==> config.mk <==
export PLATFORM = sky130hd
export DESIGN_NAME = trafik_isik_izleyici
export DESIGN_NICKNAME = d
export VERILOG_FILES = /design/src/rtl/trafik_isik_izleyici.sv
export SDC_FILE = /design/constraint.sdc
export NUM_CORES = 1
export LEC_CHECK = 0
export BUFFER_PORTS_ARGS = -buffer_cell sky130_fd_sc_hd__buf_2
export CELL_PAD_IN_SITES_DETAIL_PLACEMENT = 0
export CELL_PAD_IN_SITES_GLOBAL_PLACEMENT = 1
export CORE_AREA = 8 8 99 110
export CTS_BUF_LIST = sky130_fd_sc_hd__clkbuf_8
export CTS_CLUSTER_SIZE = 28
export DETAILED_ROUTE_END_ITERATION = 12
export DIE_AREA = 0 0 107 118
export PLACE_DENSITY_LB_ADDON = 0.1
export SYNTH_ARGS = -nofsm -noshare
export SYNTH_HDL_FRONTEND = slang
export SYNTH_SLANG_ARGS = --single-unit
==> constraint.sdc <==
create_clock -name clk -period 3.4 [get_ports clk]
set_input_delay 0.68 -clock clk [delete_from_list [all_inputs] [get_ports clk]]
set_output_delay 0.68 -clock clk [all_outputs]
set_load 0.01 [all_outputs]
==> src/rtl/trafik_isik_izleyici.sv <==
// trafik_isik_izleyici: traffic-light LED monitor; decodes phase, times it in seconds, checks order/windows, latches first fault.
// Ports: clk, rst_n (async, active-low); kirmizi_in/mavi_in/yesil_in LED lines; hata_temizle fault-clear pulse;
//        faz (0 none,1 red,2 blue,3 green), faz_degisti entry pulse, son_sure last phase seconds,
//        dongu_sayisi completed cycles, hata sticky fault, hata_kodu first fault code.
// Optional: define KARARLILIK_FILTRE_EN to require FILTRE_LEN identical samples before a code reaches the FSM.
module trafik_isik_izleyici #(
  parameter int TICKS_PER_SEC = 100000000,
  parameter int KIRMIZI_SURE  = 10,
  parameter int MAVI_SURE     = 2,
  parameter int YESIL_SURE    = 5,
  parameter int TOLERANS      = 1,
  parameter int FILTRE_LEN    = 3
) (
  input  logic        clk,
  input  logic        rst_n,
  input  logic        kirmizi_in,
  input  logic        mavi_in,
  input  logic        yesil_in,
  input  logic        hata_temizle,
  output logic [1:0]  faz,
  output logic        faz_degisti,
  output logic [7:0]  son_sure,
  output logic [15:0] dongu_sayisi,
  output logic        hata,
  output logic [2:0]  hata_kodu
);
  localparam int PW = TICKS_PER_SEC > 1 ? $clog2(TICKS_PER_SEC) : 1;
  localparam logic [8:0] K_LO = 9'(KIRMIZI_SURE > TOLERANS ? KIRMIZI_SURE - TOLERANS : 0);
  localparam logic [8:0] M_LO = 9'(MAVI_SURE > TOLERANS ? MAVI_SURE - TOLERANS : 0);
  localparam logic [8:0] Y_LO = 9'(YESIL_SURE > TOLERANS ? YESIL_SURE - TOLERANS : 0);
  localparam logic [8:0] K_HI = 9'(KIRMIZI_SURE + TOLERANS + 1);
  localparam logic [8:0] M_HI = 9'(MAVI_SURE + TOLERANS + 1);
  localparam logic [8:0] Y_HI = 9'(YESIL_SURE + TOLERANS + 1);

  if (FILTRE_LEN < 1) begin : g_bad_filtre
    $error("FILTRE_LEN must be at least 1");
  end

  // Phase states share their encoding with the faz output value.
  typedef enum logic [2:0] {INIT = 3'd0, KIRMIZI = 3'd1, MAVI = 3'd2, YESIL = 3'd3, HATA = 3'd4} state_t;
  state_t state, nxt;
  logic [2:0] code_q, flt;
  logic [1:0] ph, code_ph, succ;
  logic [PW-1:0] presc;
  logic [7:0] sure_sn, meas;
  logic [8:0] lo, hi;
  logic wrap, accept, in_faz, dark, legal, gec;

`ifdef KARARLILIK_FILTRE_EN
  logic [2:0] hist [FILTRE_LEN];
  logic all_eq;
  always_comb begin
    all_eq = 1'b1;
    for (int i = 1; i < FILTRE_LEN; i++) all_eq = all_eq && (hist[i] == hist[0]);
  end
  always_ff @(posedge clk or negedge rst_n)
    if (!rst_n) begin
      for (int i = 0; i < FILTRE_LEN; i++) hist[i] <= 3'd0;
      code_q <= 3'd0;
    end else begin
      hist[0] <= {kirmizi_in, mavi_in, yesil_in};
      for (int i = 1; i < FILTRE_LEN; i++) hist[i] <= hist[i-1];
      if (all_eq) code_q <= hist[0];
    end
`else
  always_ff @(posedge clk or negedge rst_n)
    if (!rst_n) code_q <= 3'd0;
    else code_q <= {kirmizi_in, mavi_in, yesil_in};
`endif

  assign in_faz  = state == KIRMIZI || state == MAVI || state == YESIL;
  assign ph      = state[1:0];
  assign code_ph = code_q == 3'b100 ? 2'd1 : code_q == 3'b010 ? 2'd2 : code_q == 3'b001 ? 2'd3 : 2'd0;
  assign dark    = code_q == 3'b000;
  assign legal   = code_ph != 2'd0;
  assign succ    = ph == 2'd3 ? 2'd1 : ph + 2'd1;
  assign lo      = ph == 2'd1 ? K_LO : ph == 2'd2 ? M_LO : Y_LO;
  assign hi      = ph == 2'd1 ? K_HI : ph == 2'd2 ? M_HI : Y_HI;
  assign wrap    = presc == PW'(TICKS_PER_SEC - 1);
  // Seconds including a tick landing on this edge, so a phase of exactly N seconds measures N.
  assign meas    = wrap && sure_sn != 8'hFF ? sure_sn + 8'd1 : sure_sn;
  assign gec     = {1'b0, sure_sn} >= hi;
  assign faz     = in_faz ? ph : 2'd0;
  assign hata    = state == HATA;

  always_comb begin
    nxt    = state;
    accept = 1'b0;
    flt    = 3'd0;
    if (state == INIT) begin
      flt    = !legal && !dark ? 3'd1 : 3'd0;
      accept = legal;
    end else if (in_faz) begin
      flt    = !legal && !dark ? 3'd1 : dark ? 3'd2 : gec ? 3'd5 : code_ph == ph ? 3'd0 :
               code_ph != succ ? 3'd3 : {1'b0, meas} < lo ? 3'd4 : 3'd0;
      accept = flt == 3'd0 && code_ph != ph;
    end
    if (accept) nxt = state_t'({1'b0, code_ph});
    // A clear arriving with a fresh fault wins and drops straight back to INIT.
    if (flt != 3'd0) nxt = hata_temizle ? INIT : HATA;
    if (state == HATA && hata_temizle) nxt = INIT;
  end

  always_ff @(posedge clk or negedge rst_n)
    if (!rst_n) begin
      state        <= INIT;
      faz_degisti  <= 1'b0;
      presc        <= '0;
      sure_sn      <= 8'd0;
      son_sure     <= 8'd0;
      dongu_sayisi <= 16'd0;
      hata_kodu    <= 3'd0;
    end else begin
      state       <= nxt;
      faz_degisti <= accept;
      presc       <= accept || !in_faz || wrap ? '0 : presc + 1'b1;
      sure_sn     <= accept || !in_faz ? 8'd0 : meas;
      if (accept && in_faz) son_sure <= meas;
      if (accept && state == YESIL) dongu_sayisi <= dongu_sayisi + 16'd1;
      hata_kodu   <= nxt != HATA ? 3'd0 : state == HATA ? hata_kodu : flt;
    end
endmodule
==> impl_metrics.ini <==
[worst_hold_path]
hold_path_class = input port to asynchronous set/reset pin

[place]
placed_cell_area_um2 = 4500
finalWeightedCongestion = 0.867
port_buffers = 36
placed_cells_incl_taps = 583
place.detailed.hpwl_mm = 6.55

[routing]
routed.top_layer = met4
routedLengthMet1_mm = 4.26
avg_vias_per_cell = 5.19
detailroute.via_count = 3140
detail_route.wirelength_mm = 9.08
post_drt_wl_per_cell_um = 15.0
dr_wl_met3_um = 391
remaining_drc_errors = 0
drtAntennaViolNets = 0
met2_wirelength_mm = 4.25
detail_route.first_pass.iterations = 4
detailedRoute.firstIterationViolations = 107

[final_layout]
ff_latch_area_um2 = 1730
num-fill-cells = 817
finish.cell_count_without_fillers = 605
finalInstanceArea_um2 = 5020
layout-drive-gt1-share_pct = 34.2
antenna_fix_cells = 0
multiInputGateArea_um2 = 2220
finalNetCount = 502
syn_to_final_growth_pct = 31.1
final_common_cell = sky130_fd_sc_hd__dfrtp_1
final_util_pct = 55.0
most_frequent_cells_in_the_layout = sky130_fd_sc_hd__dfrtp_1, sky130_fd_sc_hd__buf_4, sky130_fd_sc_hd__nor2_1, sky130_fd_sc_hd__buf_2, sky130_fd_sc_hd__nand2_1

[power_and_ir_drop]
internal_power_w = 0.00120
power.density_nw_per_um2 = 314
peakVddDrop_v = 0.000187
p_leak_nw = 2.40
power.share.clock_pct = 44.7
net-switching-power_w = 0.000374
sw_frac_of_total_pct = 23.8
power.sequential.fraction_pct = 52.7
comb_power_share_pct = 2.7

[clock_tree]
cts_made_buffers = 9
tritoncts_num_sinks = 69
cts_root_buf = sky130_fd_sc_hd__clkbuf_8
cts_max_level = 3
tritoncts = yes
worst_skew_pair.late_latency_ns = 0.35
ctsLongestPathBuffers = 2
cts.clk_slew.worst_paths_ns = 0.08

[grt]
grt_start_max_net_pins = 41
antenna_violations_before_repair = 0
globalRouteTotalUtil_pct = 14.8
grt_pass1_vias = 3231
overflow = 0
grt_first_pass_wirelength_mm = 15.3

[synth]
synth_edf_count = 0
synthDominantAreaCellType = sky130_fd_sc_hd__dfrtp_1
post_synth_inst_count = 392
synth_area_per_cell_um2 = 9.76
syn_nets = 411
synth.cell_area_um2 = 3830
yosysSeqAreaShare_pct = 45.1
ys.warnings.count = 0
postSynthRegisterBits = 69
synthTopCellsByArea = sky130_fd_sc_hd__dfrtp_1, sky130_fd_sc_hd__nor2_1, sky130_fd_sc_hd__xor2_1
postSynth.asyncResetShare_pct = 100
yosysTopAreaCellShare_pct = 45.1
synth_cell_type_count = 59
synth_flop_type = sky130_fd_sc_hd__dfrtp_1

[flow_run]
maxCapViolCount = 0

[sta]
final_period_minus_worst_setup_slack_ns = 3.39
worstMarginPinSlew_ns = 0.508
max_clock_freq_mhz = 295
unrepaired_setup_endpoints_after_global_routing = true
timing.final.max_slew_violations = 0
final_hold_viol_count = 0
setup_viol = 0
timing.clock.skew_ns = 0.0101
slew-limit-headroom_pct = 66.2
layout_worst_path_cycle_share_pct = 99.8

[die]
core_area_um2 = 9120
boundaryPins = 37
initial_core_util_pct = 42.0
fp.dieArea_um2 = 12600
die_y_um = 118
rows = 37
die-width_um = 107

[critical_path]
worstPathRequired_ns = 3.63
timing.critical_path.from_type = flop
ff2ff_setup_slack_ns = 0.008
worst-r2r-cell-count = 14
crit_type = flop to flop
worstReg2RegStart = presc[9]
cp.arrival_ns = 3.63
critPathCaptureType = flop
endpoint_of_the_worst_register_to_register_path = son_sure[5]
crit_fanout = 5
timing.critical_path.from = presc[9]

[outcome]
run_status = finished clean
registers in the layout, summed over array words and instances (netlist names):
name / count
code_q: 3
state: 3
faz_degisti: 1
hata_kodu: 3
son_sure: 8
dongu_sayisi: 16
presc: 27
sure_sn: 8
logic make-up after synthesis:
logic type | count (synthesis) | share of synthesized area (%)
AO/OA/AOI/OAI | 35 | 6.54
XOR/XNOR | 43 | 9.84
adder cells (fa/ha/maj) | 14 | 4.51
buffers and inverters | 27 | 3.07
flip-flops | 69 | 45.1
multiplexers | 13 | 3.56
AND/OR/NAND/NOR | 191 | 27.3
critical path, cell delays in order, from the launching register on:
cell	delay, ns
sky130_fd_sc_hd__dfrtp_1	0.39
sky130_fd_sc_hd__nor4bb_2	0.28
sky130_fd_sc_hd__buf_4	0.15
sky130_fd_sc_hd__and3_4	0.18
sky130_fd_sc_hd__and4_4	0.20
sky130_fd_sc_hd__and4_4	0.21
sky130_fd_sc_hd__xor2_2	0.16
sky130_fd_sc_hd__ha_1	0.27
sky130_fd_sc_hd__a21oi_2	0.14
sky130_fd_sc_hd__o2111ai_2	0.13
sky130_fd_sc_hd__nor4_4	0.30
sky130_fd_sc_hd__nand3b_4	0.21
sky130_fd_sc_hd__o21ai_1	0.10
sky130_fd_sc_hd__nand2_2	0.19
sky130_fd_sc_hd__mux2_2	0.36
power by group through the flow:
| stage | clock network, W | logic, W | registers (W) |
|---|---|---|---|
| 3_5_place_dp | 0 | 0.0000431 | 0.000844 |
| 5_1_grt | 0.000758 | 0.0000489 | 0.000829 |
| 2_1_floorplan | 0 | 0.0000221 | 0.000840 |
| 4_1_cts | 0.000727 | 0.0000429 | 0.000828 |
| 6_report | 0.000703 | 0.0000421 | 0.000828 |
| 3_3_place_gp | 0 | 0.0000426 | 0.000844 |
routing by layer:
metal	vias up	global-route usage (%)
met2	57	23.3
li1	1553	-
met1	1518	18.8
met4	0	6.87
met5	-	0
met3	12	3.01
how the worst max path moves through the flow:
stage,depth (start not counted),slack (ns),end
floorplan,17,-0.13,presc[0]
global placement,15,-0.05,dongu_sayisi[5]
detailed placement,15,-0.09,hata_kodu[2]
CTS,15,0.001,hata_kodu[0]
global route,15,-0.23,hata_kodu[0]
finish,14,0.008,son_sure[5]
area by class of cell:
type	instances	share of cell area (%)
clock buffers	10	2.74
repair buffers	91	13.0
clock inverters	6	1.40
inverters	16	1.20
flip-flops and latches	69	34.4
multi-input cells	296	44.3
well taps	117	2.92
per-stage QoR:
step	setup WS (ns)	total power, W	hold WS, ns	setup TNS, ns
2_1_floorplan	-0.125	0.000862	0.384	-1.60
3_3_place_gp	-0.0462	0.000887	0.442	-0.356
3_5_place_dp	-0.0910	0.000888	0.460	-1.22
4_1_cts	0.00115	0.00160	0.128	0
5_1_grt	-0.228	0.00164	0.135	-4.84
6_report	0.00829	0.00157	0.138	0
Yosys cell counts (2+ instances only):
master / number
sky130_fd_sc_hd__a211oi_1: 3
sky130_fd_sc_hd__a21oi_1: 8
sky130_fd_sc_hd__a31oi_1: 3
sky130_fd_sc_hd__and2_1: 5
sky130_fd_sc_hd__and3_1: 12
sky130_fd_sc_hd__and4_1: 7
sky130_fd_sc_hd__buf_6: 2
sky130_fd_sc_hd__clkbuf_1: 7
sky130_fd_sc_hd__dfrtp_1: 69
sky130_fd_sc_hd__ha_1: 13
sky130_fd_sc_hd__inv_1: 16
sky130_fd_sc_hd__mux2_2: 5
sky130_fd_sc_hd__mux2i_1: 8
sky130_fd_sc_hd__nand2_1: 27
sky130_fd_sc_hd__nand2b_1: 3
sky130_fd_sc_hd__nand3_1: 21
sky130_fd_sc_hd__nand4_1: 12
sky130_fd_sc_hd__nor2_1: 60
sky130_fd_sc_hd__nor2b_1: 7
sky130_fd_sc_hd__nor3_1: 9
sky130_fd_sc_hd__nor3b_1: 3
sky130_fd_sc_hd__nor4_1: 3
sky130_fd_sc_hd__nor4bb_1: 2
sky130_fd_sc_hd__o211ai_1: 2
sky130_fd_sc_hd__o21ai_0: 5
sky130_fd_sc_hd__o31ai_1: 2
sky130_fd_sc_hd__or2_2: 2
sky130_fd_sc_hd__or3_1: 2
sky130_fd_sc_hd__or4_1: 3
sky130_fd_sc_hd__xnor2_1: 18
sky130_fd_sc_hd__xor2_1: 25
what timing repair did:
action,CTS,global route
hold buffers,0,0
endpoints found under the setup margin,43,50
gates cloned,0,2
gates resized for setup,2,55
buffers inserted,2,2
pin swaps,5,13
Note: power is estimated with default switching activity, not from simulation.
